[config.mk]
export PLATFORM = sky130hd
export DESIGN_NAME = turn_arbiter
export DESIGN_NICKNAME = d
export VERILOG_FILES = /design/src/rtl/turn_pkg.sv /design/src/rtl/rr_next_alive.sv /design/src/rtl/turn_arbiter.sv
export SDC_FILE = /design/constraint.sdc
export NUM_CORES = 1
export LEC_CHECK = 0
export ABC_AREA = 1
export CAP_MARGIN = 20
export CORE_ASPECT_RATIO = 0.9
export CORE_UTILIZATION = 40
export DETAILED_ROUTE_END_ITERATION = 7
export GPL_TIMING_DRIVEN = 0
export PLACE_DENSITY = 0.86
export REMOVE_ABC_BUFFERS = 1
export SYNTH_ARGS = -nofsm -noshare
export SYNTH_HDL_FRONTEND = slang
export SYNTH_SLANG_ARGS = --single-unit
[constraint.sdc]
create_clock -name clk -period 2.15 [get_ports clk]
set_input_delay 0.3225 -clock clk [delete_from_list [all_inputs] [get_ports clk]]
set_output_delay 0.3225 -clock clk [all_outputs]
set_load 0.01 [all_outputs]
[src/rtl/turn_pkg.sv]
// rtl/turn_pkg.sv - shared state type, key constant and sizing helper for the turn arbiter
package turn_pkg;

    typedef enum logic [2:0] {
        IDLE,
        AIM,
        FLIGHT,
        SETTLE,
        NEXT,
        GAMEOVER
    } turn_state_t;

    localparam logic [7:0] DEFAULT_FIRE_KEY = 8'h2C;

    function automatic int max_int(input int a, input int b);
        return (a > b) ? a : b;
    endfunction

endpackage

[src/rtl/rr_next_alive.sv]
// rtl/rr_next_alive.sv - round-robin search for the next alive index after the current one
module rr_next_alive #(
    parameter int N    = 2,
    parameter int ID_W = 1
) (
    input  logic [ID_W-1:0] cur,
    input  logic [N-1:0]    alive,
    output logic [ID_W-1:0] next_idx,
    output logic            valid
);

    // Scan far-to-near so the nearest alive index after cur wins; cur itself is never chosen
    always_comb begin
        next_idx = '0;
        valid    = 1'b0;
        for (int i = N - 1; i >= 1; i--) begin
            if (alive[(int'(cur) + i) % N]) begin
                next_idx = ID_W'((int'(cur) + i) % N);
                valid    = 1'b1;
            end
        end
    end

endmodule

[src/rtl/turn_arbiter.sv]
// rtl/turn_arbiter.sv - N-player turn sequencer with key routing, terrain gating and draw mux
module turn_arbiter
    import turn_pkg::*;
#(
    parameter int         N_PLAYERS     = 2,
    parameter int         TURN_FRAMES   = 600,
    parameter int         SETTLE_FRAMES = 30,
    parameter int         ADDR_W        = 11,
    parameter logic [7:0] FIRE_KEY      = DEFAULT_FIRE_KEY,
    localparam int        ID_W          = $clog2(N_PLAYERS),
    localparam int        TL_W          = $clog2(TURN_FRAMES + 1)
) (
    input  logic                        clk,
    input  logic                        reset,
    input  logic                        frame_clk,
    input  logic [7:0]                  keycode,
    input  logic                        blank,
    input  logic [N_PLAYERS-1:0]        alive,
    input  logic [N_PLAYERS-1:0]        bomb_done,
    input  logic [N_PLAYERS-1:0]        draw_player,
    input  logic [N_PLAYERS-1:0]        draw_bomb,
    input  logic [N_PLAYERS*ADDR_W-1:0] addr_player,
    input  logic [N_PLAYERS*ADDR_W-1:0] addr_bomb,
    output logic [N_PLAYERS*8-1:0]      key_out,
    output logic [ID_W-1:0]             active_id,
    output logic [TL_W-1:0]             turn_left,
    output logic                        terrain_we,
    output logic                        draw_player_o,
    output logic                        draw_bomb_o,
    output logic [ADDR_W-1:0]           addr_player_o,
    output logic [ADDR_W-1:0]           addr_bomb_o,
    output logic                        game_over,
    output logic [ID_W-1:0]             winner
);

    // One counter serves both the AIM timeout and the SETTLE hold, so it must fit the larger
    localparam int CNT_W = $clog2(max_int(TURN_FRAMES, SETTLE_FRAMES) + 1);

    turn_state_t            state, state_n;
    logic [CNT_W-1:0]       frame_cnt, cnt_n;
    logic [ID_W-1:0]        active_n, winner_n, rr_idx, low_alive;
    logic [N_PLAYERS*8-1:0] key_n;
    logic                   over_n, rr_valid, frame_clk_q, tick;

    assign tick = frame_clk & ~frame_clk_q;

    rr_next_alive #(
        .N    (N_PLAYERS),
        .ID_W (ID_W)
    ) u_rr (
        .cur      (active_id),
        .alive    (alive),
        .next_idx (rr_idx),
        .valid    (rr_valid)
    );

    // Lowest alive index names the winner; 0 when nobody is left
    always_comb begin
        low_alive = '0;
        for (int i = N_PLAYERS - 1; i >= 0; i--) begin
            if (alive[i]) low_alive = ID_W'(i);
        end
    end

    // State and registered outputs
    always_ff @(posedge clk) begin
        if (reset) begin
            state       <= IDLE;
            frame_clk_q <= 1'b0;
            frame_cnt   <= CNT_W'(TURN_FRAMES);
            active_id   <= '0;
            key_out     <= '0;
            game_over   <= 1'b0;
            winner      <= '0;
        end else begin
            state       <= state_n;
            frame_clk_q <= frame_clk;
            frame_cnt   <= cnt_n;
            active_id   <= active_n;
            key_out     <= key_n;
            game_over   <= over_n;
            winner      <= winner_n;
        end
    end

    // Turn sequencing: next state, counter, key routing and end-of-game bookkeeping
    always_comb begin
        state_n  = state;
        cnt_n    = frame_cnt;
        active_n = active_id;
        key_n    = '0;
        over_n   = game_over;
        winner_n = winner;
        case (state)
            IDLE: begin
                if (tick) state_n = AIM;
            end
            AIM: begin
                key_n[int'(active_id)*8 +: 8] = keycode;
                if (tick && frame_cnt != '0) cnt_n = frame_cnt - CNT_W'(1);
                if (!alive[active_id])       state_n = NEXT;
                else if (keycode == FIRE_KEY) state_n = FLIGHT;
                else if (frame_cnt == '0)     state_n = NEXT;
            end
            FLIGHT: begin
                if (bomb_done[active_id]) begin
                    state_n = SETTLE;
                    cnt_n   = CNT_W'(SETTLE_FRAMES);
                end
            end
            SETTLE: begin
                if (frame_cnt == '0) state_n = NEXT;
                else if (tick)       cnt_n = frame_cnt - CNT_W'(1);
            end
            NEXT: begin
                cnt_n = CNT_W'(TURN_FRAMES);
                if ($countones(alive) <= 1 || !rr_valid) begin
                    state_n  = GAMEOVER;
                    over_n   = 1'b1;
                    winner_n = low_alive;
                end else begin
                    state_n  = AIM;
                    active_n = rr_idx;
                end
            end
            GAMEOVER: begin
                over_n = 1'b1;
            end
            default: state_n = IDLE;
        endcase
    end

    // The shared counter holds the crater hold time in SETTLE; the HEX display shows no aim time then
    assign turn_left = (state == SETTLE) ? '0 : frame_cnt[TL_W-1:0];

    // Terrain writes only while a bomb is live or settling, and never under the active bomb sprite
    assign terrain_we = blank & ~draw_bomb[active_id] & ((state == FLIGHT) | (state == SETTLE));

    assign draw_player_o = |draw_player;
    assign draw_bomb_o   = |draw_bomb;

    // Zero-latency draw address mux, lowest asserting index wins
    always_comb begin
        addr_player_o = '0;
        addr_bomb_o   = '0;
        for (int i = N_PLAYERS - 1; i >= 0; i--) begin
            if (draw_player[i]) addr_player_o = addr_player[i*ADDR_W +: ADDR_W];
            if (draw_bomb[i])   addr_bomb_o   = addr_bomb[i*ADDR_W +: ADDR_W];
        end
    end

endmodule

* Word level (Yosys, flattened, before mapping) *
Index checks and enable logic that the tools add are counted.

storage, ports and cells
  bits in registers = 33
  bits in read-only memories = 0
  output and inout port bits = 54
  memories = 0
  latch bits = 0
  input bits = 64
  word-level logic and storage cells = 87
  memory bits (writable) = 0

operators by class
  multipliers = 0
  bitwise logic cells = 11
  div/mod/pow operators = 0
  reductions and logical operators = 16
  order comparisons = 3
  shift-type cells = 2
  multiplexer cells = 32
  eq/ne operators = 12
  add/sub/neg operators = 4

operator list
  cell                                                   count
  two-way mux 10 bit                                     5
  two-way mux 11 bit                                     4
  one-hot mux 10 bit (4 select lines)                    1
  negator 4 -> 33 bit                                    1
  variable shift 8 x 33 -> 16 bit, first input constant  1
  variable part select 8 x 33 -> 16 bit                  1
  two-way mux 3 bit                                      6
  one-hot mux 3 bit (6 select lines)                     1
  AND 16 bit                                             1
  two-way mux 1 bit                                      14
  inequality test 2 bit, second input constant           6
  zero test 10 bit                                       1
  nonzero test 10 bit                                    1
  subtractor 10 x 1 -> 10 bit, second input constant     1
  equality test 8 x 6 -> 1 bit, second input constant    1
  equality test 3 x 2 -> 1 bit, second input constant    2
  equality test 3 bit, second input constant             2
  AND reduction 2 bit                                    3
  OR reduction 2 bit                                     3
  inverter 1 bit                                         5
  AND reduction 5 bit                                    1
  nonzero test 4 bit                                     1
  AND 1 bit                                              3
  equality test 3 x 1 -> 1 bit, second input constant    1
  14 further kinds                                       14

* Longest topological paths before layout *
Gate-level depths: netlist of the first run.

  word-level depth = 10
  depth in mapped cells = 12

* Hierarchy *
Synthesis of the first run repeated with hierarchy kept, for this count alone.

second synthesis, totals
  cell total of the unflattened synthesis = 328
  area, all modules = 1974.4 um^2

by module, submodules not included
  module         area an instance (um^2)  times used  cells an instance  seq. area each (um^2)
  turn_arbiter   1950.6                   1           323                660.6
  rr_next_alive  23.8                     1           5                  0.0

* Least setup slack after synthesis of the first run *
OpenSTA, ideal clock, no wires.

  kind = register to register
  start point = reg frame_cnt[0]
  end point = reg frame_cnt[9]
  cell stages (with the launch flop) = 12
  path buffers = 0
  data arrival time = 1.357 ns
  period minus slack after synthesis = 1.481 ns
  required time = 2.026 ns
  path slack = 0.669 ns
  cells stage by stage = dfxtp_1 > inv_1 > ha_1 > nand2_1 > nor2_1 > nand2_2 > nand2_1 > nand2_4 > nand2_8 > inv_4 > nand2_1 > nand3_1

on the way
  word-level cells in the longest chain between the ends = 4
  elaborated cells between the ends (all ways) = 11
  classes of those cells = add/sub (1); eq/ne (2); mux (4); reduce/logical (4)

RTL lines
  item                                                                               RTL line                                  text
  start: declaration                                                                 turn_arbiter.sv:40                        logic [CNT_W-1:0] frame_cnt, cnt_n;
  start signal: assignment                                                           turn_arbiter.sv:70                        frame_cnt <= CNT_W'(TURN_FRAMES);
  start signal: assignment                                                           turn_arbiter.sv:78                        frame_cnt <= cnt_n;
  subtractor 10 x 1 -> 10 bit / nonzero test 10 bit (equally long branches)          turn_arbiter.sv:100, turn_arbiter.sv:113
  two-way mux 10 bit / logical AND 1 bit (equally long branches)                     turn_arbiter.sv:113, turn_arbiter.sv:100
  two-way mux 10 bit / inequality test 2 bit (equally long branches)                 n/a
  one-hot mux 10 bit (4 select lines) / AND reduction 5 bit (equally long branches)  n/a

Several ways; a longest one is shown, not always the timed one. The select of a mux whose other input is x is not followed.
A chain may end at the register's enable or synchronous reset.

* Final worst setup path of the first run *
  start point = reg state[2]
  end point = out turn_left[7]

on the way
  word-level cells in the longest chain between the ends = 2

RTL lines
  item                          RTL line             text
  start: declaration            turn_arbiter.sv:39   turn_state_t state, state_n;
  start signal: assignment      turn_arbiter.sv:76   state <= state_n;
  equality test 3 x 2 -> 1 bit  turn_arbiter.sv:134  assign turn_left = (state == SETTLE) ? '0 : frame_cnt[TL_W-1:0];
  two-way mux 10 bit            turn_arbiter.sv:134
  end: declaration              turn_arbiter.sv:26   output logic [TL_W-1:0] turn_left,

No other way between the ends.

==> metrics.yaml, run 1 <==
status: "complete, no violations"
finalNonFillerCells: 503
finalNetCount: 505
final.setup.tns_ns: 0
period_minus_slack_ns: 2.03
peakVddDrop_mv: 0.292
cts_max_level: 2
dp.cells: 493
cts_tree: "yes"
p_per_area_mw_per_mm2: 576
swShare_pct: 33.9
core_area_mm2: 0.00458
num_vias: 2424
r2r_start: "frame_cnt[0]"
dieArea_mm2: 0.00515
grt_max_degree: 14
grt_first_pass_wirelength_mm: 9.57
area_growth_syn_to_layout_pct: 68.9
muxShareOfSynthArea_pct: 0
synthCells: 322
synth_top_family_by_area: "simple AND/OR/NAND/NOR gates"
avgViaCountPerCell: 4.82
p_clk_share_pct: 23.8
p_leak_uw: 0.00150
antenna_found_initial: 0
wirelength_mm: 5.83
hp-class: "reg -> reg"
rows: 23
cp_max_fo: 6
synthAdderAreaFrac_pct: 0.642
synthArstFlopShare_pct: 0
power_frac_comb_pct: 38.7
drt-met1-wl_mm: 2.20
final_cell_mix: "clkdlybuf4s50_1, nand2_1, nor2_1, nand3_1, dfxtp_1"
hpwlAfterDp_mm: 4.59
synth_compound_area_share_pct: 5.14
p_sw_uw: 643
cts_buffer_depth: 2
cp.arrival_ns: 1.71
cp_data_required_time_ns: 1.83
portBuffers: 117
ctsRootBufferMaster: "clkbuf_8"
grt_usage_pct: 24.4
power_frac_seq_pct: 37.5
grt-ovfl-total: 0
crit_type: "reg -> out"
met2WireLength_mm: 3.14
slew_headroom_pct: 70.3
routabilityCongestion: 0.862
post-route-period-util_pct: 94.6
cts_buffers: 5
clock_latency_ns: 0.29
clk_pin_slew_worst_paths_ns: 0.06
synth_warnings: 0
hold_viol: 0
initial_core_util_pct: 42.6
ys_types: 28
holdPathEnd: "frame_cnt[9]"
rsz0062_at_grt: "no"
tightest_slew_ns: 0.444
clock-sinks: 33
die_w_um: 75.6
drtPass1Iterations: 4
reg2reg_to: "frame_cnt[1]"
finalSetupViolations: 0
finalClockSkew_ns: 0.0106
synth_area_mm2: 0.00195
yosys.area_share.xor_xnor_pct: 0.450
power_uw: 1900
drcViolationCount: 0
cp-start-kind: "flip-flop"
internal_power_uw: 1250
ios: 118
hold_depth: 2
maxSlewViolCount: 0
detail_route.wl_per_cell_um: 11.6
grt_pass1_vias: 2335
cap_violations: 0
layout_commonest_cell: "clkdlybuf4s50_1"
drt-initial-drc-count: 160
insertedDiodeCount: 0
dpl-instance-area_mm2: 0.00317
drive_gt1_share_pct: 8.39
seq_area_frac_synth_pct: 33.9
stdcell_area_mm2: 0.00329
synthSimpleGateAreaFrac_pct: 51.1
die-height_um: 68.2
ant_nets: 0
cp-end-kind: "output pin"
topRoutingLayerUsed: "met4"
avgSynthCellArea_um2: 6.05
synth_seq_cells: 33
synth_flop_cell: "dfxtp_1"
rrSetupSlack_ns: 0.43
max_freq_ghz: 0.492
met3_length_um: 398
hold_path_startpoint: "frame_cnt[9]"
synth-edff-count: 0
ff2ff_path_depth: 11
-- cell usage after synthesis, drive strengths merged, types with 2 or more instances --
cell	count	area [um2]
nor3	3	15.0
or2	2	12.5
a21oi	7	35.0
nand2	109	438
clkbuf	7	26.3
nand3	43	225
nor2	65	290
o21ai	8	40.0
dfxtp	33	661
inv	36	138
-- worst max-delay path by stage --
stage	startpoint	end	depth (start not counted)
final	state[2]	turn_left[7]	5
after global routing	state[2]	turn_left[6]	5
after CTS	draw_bomb[0]	terrain_we	5
after detailed placement	draw_bomb[0]	terrain_we	5
after global placement	draw_bomb[0]	terrain_we	5
after floorplan	frame_cnt[0]	frame_cnt[9]	11
-- cell type report --
type	instances	area (um2)
clock buffer	5	68.8
clock inverter	3	17.5
fill	390	1280
inverter	37	149
multi-input combinational	244	1120
sequential	33	662
tap	62	77.6
timing repair buffer	118	1180
timing repair inverter	1	7.51
-- cell families (layout without fill, tap and decap cells) --
logic type | Yosys count | count (layout)
AO/OA/AOI/OAI | 18 | 18
buffers and inverters | 45 | 164
XOR/XNOR | 1 | 1
AND/OR/NAND/NOR | 224 | 224
flip-flops | 33 | 33
adder cells (fa/ha/maj) | 1 | 1
-- timing repair --
item,4_1_cts,5_1_grt
cloned,0,1
endpoints found under the setup margin,24,34
hold endpoints to repair,0,0
hold buffers,0,0
resized for setup,4,11
buffers inserted,0,1
-- metrics by stage --
| step | utilization [%] | worst slack (ns) | hold WS (ns) |
|---|---|---|---|
| global route | 71.9 | 0.0171 | 0.534 |
| global placement | 69.2 | -0.257 | 0.479 |
| CTS | 71.1 | -0.0180 | 0.501 |
| floorplan | - | 0.669 | 0.392 |
| finish | 71.9 | 0.117 | 0.500 |
| detailed placement | 69.2 | -0.290 | 0.491 |
-- power groups by stage --
stage / Clock [uW] / Combinational (uW) / Sequential (uW)
after floorplan: 0 / 391 / 719
after global placement: 0 / 718 / 720
after detailed placement: 0 / 735 / 723
after CTS: 459 / 737 / 709
after global routing: 490 / 821 / 717
final: 450 / 734 / 711
-- routing by layer --
layer / GRT usage (%) / vias up
met5: 0 / -
met4: 11.8 / 0
met3: 6.63 / 12
met2: 45.8 / 99
met1: 25.0 / 1077
li1: - / 1236
-- critical path, stage by stage, from the launching register on --
cell	delay (ns)
dfxtp_1	0.37
inv_2	0.10
nand3_4	0.13
clkinvlp_4	0.17
nor2_1	0.12
clkdlybuf4s50_1	0.54
-- sequential cells by signal, summed over array words and instances (netlist names) --
name and count:
game_over 1, state 3, active_id 1, frame_cnt 10
frame_clk_q 1, key_out 16, winner 1
Note: power is estimated with default switching activity, not from simulation.
==> inputs of run 2 (changes only) <==
- CAP_MARGIN: 20 -> unset
- CORE_ASPECT_RATIO: 0.9 -> 1.1
==> run 2 against run 1 <==
Register-to-register slack worse by 0.07 ns. Routed wire length up 5.4%. Via count up 0.50%. Sequential share of layout area barely moved. Fmax shrank 0.94%. Count of clock-buffer cells in the layout is the same. Clock power up 27%. Worst setup slack got worse by 0.019 ns. Combinational power rose by 2%. Largest cell class unchanged.
==> metrics.yaml, run 2 (same netlist as run 1, synthesis figures left out) <==
status: "complete, no violations"
setup_ws_ns: 0.0976
startpoint: "state[1]"
cp_data_required_time_ns: 1.83
crit_type: "reg -> out"
drt-initial-drc-count: 194
stdcell_area_mm2: 0.00329
slew_headroom_pct: 71.3
rrSetupSlack_ns: 0.36
largest_register_ffs: 16
p_leak_uw: 0.00150
post-route-period-util_pct: 95.5
num_vias: 2436
hp-class: "reg -> reg"
nFillCells: 399
hpwlAfterDp_mm: 4.81
maxSlewViolCount: 0
initial_core_util_pct: 41.9
routabilityCongestion: 0.933
clk_pin_slew_worst_paths_ns: 0.07
reg2reg_to: "frame_cnt[9]"
ios: 118
grt_first_pass_wirelength_mm: 9.45
wirelength_mm: 6.14
dieArea_mm2: 0.00515
cp-end-kind: "output pin"
peakVddDrop_mv: 0.277
grt_pass1_vias: 2178
period_minus_slack_ns: 2.05
grt-ovfl-total: 0
cp_max_fo: 7
cts_buffers: 5
cts_tree: "yes"
final_cell_mix: "clkdlybuf4s50_1, nand2_1, nor2_1, nand3_1, dfxtp_1"
antenna_found_initial: 0
finalClockSkew_ns: 0.00727
rows: 26
cts_max_level: 2
regMostFlops: "key_out"
die_w_um: 68.5
cts_buffer_depth: 2
rsz0062_at_grt: "no"
portBuffers: 117
ctsRootBufferMaster: "clkbuf_8"
cp.arrival_ns: 1.73
grt_usage_pct: 24.7
crit_end: "turn_left[6]"
max_freq_ghz: 0.487
cp-start-kind: "flip-flop"
post-place-ws_ns: -0.318
dp.cells: 487
avgViaCountPerCell: 4.91
drtPass1Iterations: 4
drive_gt1_share_pct: 7.95
clock-sinks: 33
die-height_um: 75.2
core_area_mm2: 0.00465
p_per_area_mw_per_mm2: 618
finalNonFillerCells: 496
hold_viol: 0
clock_latency_ns: 0.29
detail_route.wl_per_cell_um: 12.4
dpl-instance-area_mm2: 0.00316
tightest_slew_ns: 0.431
power_uw: 2030
reg_top3: "key_out x16, frame_cnt x10, state x3"
insertedDiodeCount: 0
area_growth_syn_to_layout_pct: 68.7
ant_nets: 0
r2r_start: "frame_cnt[0]"
grt_max_degree: 14
cap_violations: 0
ff2ff_path_depth: 11
finalNetCount: 505
finalSetupViolations: 0
layout_commonest_cell: "clkdlybuf4s50_1"
drcViolationCount: 0
run 2: critical path, cell delays in order, from the launching register on:
cell and delay (ns):
dfxtp_1 0.41, nand3_4 0.19, clkinvlp_4 0.17, nor2_1 0.12
clkdlybuf4s50_1 0.54
run 2: where the power goes:
part	total, uW	internal [uW]	leakage (uW)	switching, uW
Clock	572	337	0.0000540	235
Sequential	711	661	0.000269	50.5
Combinational	748	371	0.00118	378
Total	2030	1370	0.00150	663
run 2: repair_timing:
action / 4_1_cts / 5_1_grt
endpoints found under the setup margin: 24 / 23
cloned: 0 / 1
hold buffers: 0 / 0
setup buffers: 0 / 1
gates resized for setup: 6 / 6
run 2: metal layers:
layer | vias up | global-route usage [%] | routed length [um]
met5 | - | 0 | 0
met4 | 0 | 9.49 | 125
met3 | 10 | 7.12 | 628
met2 | 132 | 43.9 | 3050
met1 | 1059 | 27.4 | 2340
li1 | 1235 | - | -
run 2: final cells by class:
cell class                      instances  area (um2)  share of cell area (%)
Inverter                               37         148                    4.49
Tap cell                               56        70.1                    2.13
Sequential cell                        33         661                    20.1
Multi-Input combinational cell        244        1120                    34.2
Clock inverter                          2        35.0                    1.07
Timing Repair Buffer                  118        1170                    35.7
Clock buffer                            5        68.8                    2.09
Timing Repair inverter                  1        7.51                   0.228
run 2: through the flow:
| step | utilization (%) | hold slack, ns | setup TNS [ns] |
|---|---|---|---|
| finish | 70.7 | 0.497 | 0 |
| global route | 70.7 | 0.531 | 0 |
| CTS | 70.1 | 0.511 | 0 |
| detailed placement | 67.9 | 0.489 | -4.88 |
| global placement | 67.9 | 0.481 | -4.83 |
| floorplan | - | 0.392 | 0 |
run 2: worst min path at each step:
stage                             from      endpoint  slack (ns)  cells past startpoint
final                        game_over     game_over        0.50                      2
after global routing      frame_cnt[8]  frame_cnt[8]        0.53                      2
after CTS                 frame_cnt[7]  frame_cnt[7]        0.51                      2
after detailed placement  frame_cnt[1]  frame_cnt[1]        0.49                      2
after global placement    frame_cnt[9]  frame_cnt[9]        0.48                      2
after floorplan                  reset  frame_cnt[5]        0.39                      1
==> inputs of run 3 (changes only) <==
- CORE_MARGIN: unset -> 2
==> run 3 against run 2 <==
Register-to-register slack gained 0.04 ns. Flip-flop and latch count did not move. Count of clock-buffer cells in the layout is the same. Fmax up 1.3%. Non-clock buffer count up 2. Design area rose by 0.69%. Critical path depth stayed put. Cell count up 0.40%. Utilization barely moved. Hold slack got worse by 0.0043 ns. Critical endpoint is now turn_left[8]. Largest cell class unchanged. Largest power group unchanged.
==> metrics.yaml, run 3 (same netlist as run 1, synthesis figures left out) <==
swShare_pct: 32.4
grt_usage_pct: 23.8
regMostFlops: "key_out"
multiInputGateArea_mm2: 0.00112
cp-end-kind: "output pin"
avgViaCountPerCell: 4.91
cts_max_level: 2
largest_register_ffs: 16
routabilityCongestion: 0.883
stdcell_area_mm2: 0.00331
cap_violations: 0
initial_core_util_pct: 41.6
cts_buffers: 5
die-height_um: 77.2
rows: 26
post-route-period-util_pct: 94.3
hpwlAfterDp_mm: 4.78
ios: 118
drive_gt1_share_pct: 8.37
cts_tree: "yes"
ctsRootBufferMaster: "clkbuf_8"
p_per_area_mw_per_mm2: 611
period_minus_slack_ns: 2.03
cp_max_fo: 7
grt-ovfl-total: 0
rsz0062_at_grt: "no"
dpl-instance-area_mm2: 0.00316
tightest_slew_ns: 0.422
cp.arrival_ns: 1.70
wirelength_mm: 6.21
dieArea_mm2: 0.00545
hold_viol: 0
p_clk_share_pct: 28.1
max_freq_ghz: 0.493
fin_hold_ws_ns: 0.492
cp-start-kind: "flip-flop"
power_frac_seq_pct: 35.2
cp_data_required_time_ns: 1.83
clock_latency_ns: 0.29
clk_pin_slew_worst_paths_ns: 0.07
drcViolationCount: 0
status: "complete, no violations"
finalNetCount: 507
area_growth_syn_to_layout_pct: 69.9
post-route-util_pct: 70.6
final.setup.tns_ns: 0
finalSetupViolations: 0
ant_nets: 0
portBuffers: 117
insertedDiodeCount: 0
peakVddDrop_mv: 0.247
drtPass1Iterations: 4
maxSlewViolCount: 0
ctsHoldBuffers: 0
p_sw_uw: 655
crit_type: "reg -> out"
finalClockSkew_ns: 0.00327
hp-class: "reg -> reg"
slew_headroom_pct: 71.9
regArea_um2: 661
core_area_mm2: 0.00468
detail_route.wl_per_cell_um: 12.5
die_w_um: 70.5
drt-initial-drc-count: 147
layout_commonest_cell: "clkdlybuf4s50_1"
internal_power_uw: 1370
clock-sinks: 33
grt_first_pass_wirelength_mm: 10.4
p_leak_uw: 0.00153
antenna_found_initial: 0
reg_top3: "key_out x16, frame_cnt x10, state x3"
final_cell_mix: "clkdlybuf4s50_1, nand2_1, nor2_1, nand3_1, dfxtp_1"
nFillCells: 406
power_frac_comb_pct: 36.7
num_vias: 2447
cts_buffer_depth: 2
grt_pass1_vias: 2345
grt_max_degree: 14
==> run 3: cell count changes in the layout (fill, tap and decap cells not counted), sizes merged <==
| cell | delta |
|---|---|
| clkdlybuf4s50 | -3 |
| dlymetal6s2s | +3 |
| buf | +2 |
==> run 3: repair_timing <==
| action | 4_1_cts | 5_1_grt |
|---|---|---|
| buffers inserted | 0 | 3 |
| endpoints found under the setup margin | 23 | 34 |
| cloned | 0 | 1 |
| resized for setup | 4 | 11 |
==> run 3: per-layer routing <==
layer | share of wire (%) | routed length [um] | track usage, %
met4 | 2.3 | 144 | 8.30
met3 | 8.5 | 528 | 7.36
met5 | 0 | 0 | 0
met1 | 38 | 2350 | 26.0
met2 | 51 | 3180 | 42.8
==> run 3: power by group through the flow <==
stage	combinational (uW)	sequential [uW]	clock [uW]
floorplan	391	719	0
global placement	724	721	0
detailed placement	737	722	0
CTS	742	709	584
global route	823	719	602
finish	741	712	568
==> run 3: final timing paths <==
path | startpoint | end | slack, ns | depth (start not counted)
worst max-delay path | state[1] | turn_left[8] | 0.12 | 4
worst min-delay path | game_over | game_over | 0.49 | 2
worst max register to register | frame_cnt[0] | frame_cnt[9] | 0.40 | 11
worst min register to register | game_over | game_over | 0.49 | 2
==> run 3: final cells by class <==
cell class / instances / area share, %
Clock buffer: 5 / 2.08
Clock inverter: 2 / 1.06
Inverter: 37 / 4.46
Multi-Input combinational cell: 244 / 34.0
Sequential cell: 33 / 20.0
Tap cell: 56 / 2.12
Timing Repair Buffer: 120 / 36.1
Timing Repair inverter: 1 / 0.227
==> run 3: critical path: stages, from the launching register on <==
cell	delay [ns]
dfxtp_1	0.40
nand3_4	0.19
clkinvlp_4	0.17
nor2_1	0.12
clkdlybuf4s50_1	0.54
==> run 3: per-stage QoR <==
stage	setup WS, ns	instances	power (uW)
3_5_place_dp	-0.261	487	1460
6_report	0.123	498	2020
2_1_floorplan	0.669	314	1110
5_1_grt	0.00726	498	2140
3_3_place_gp	-0.253	487	1440
4_1_cts	0.00368	494	2030
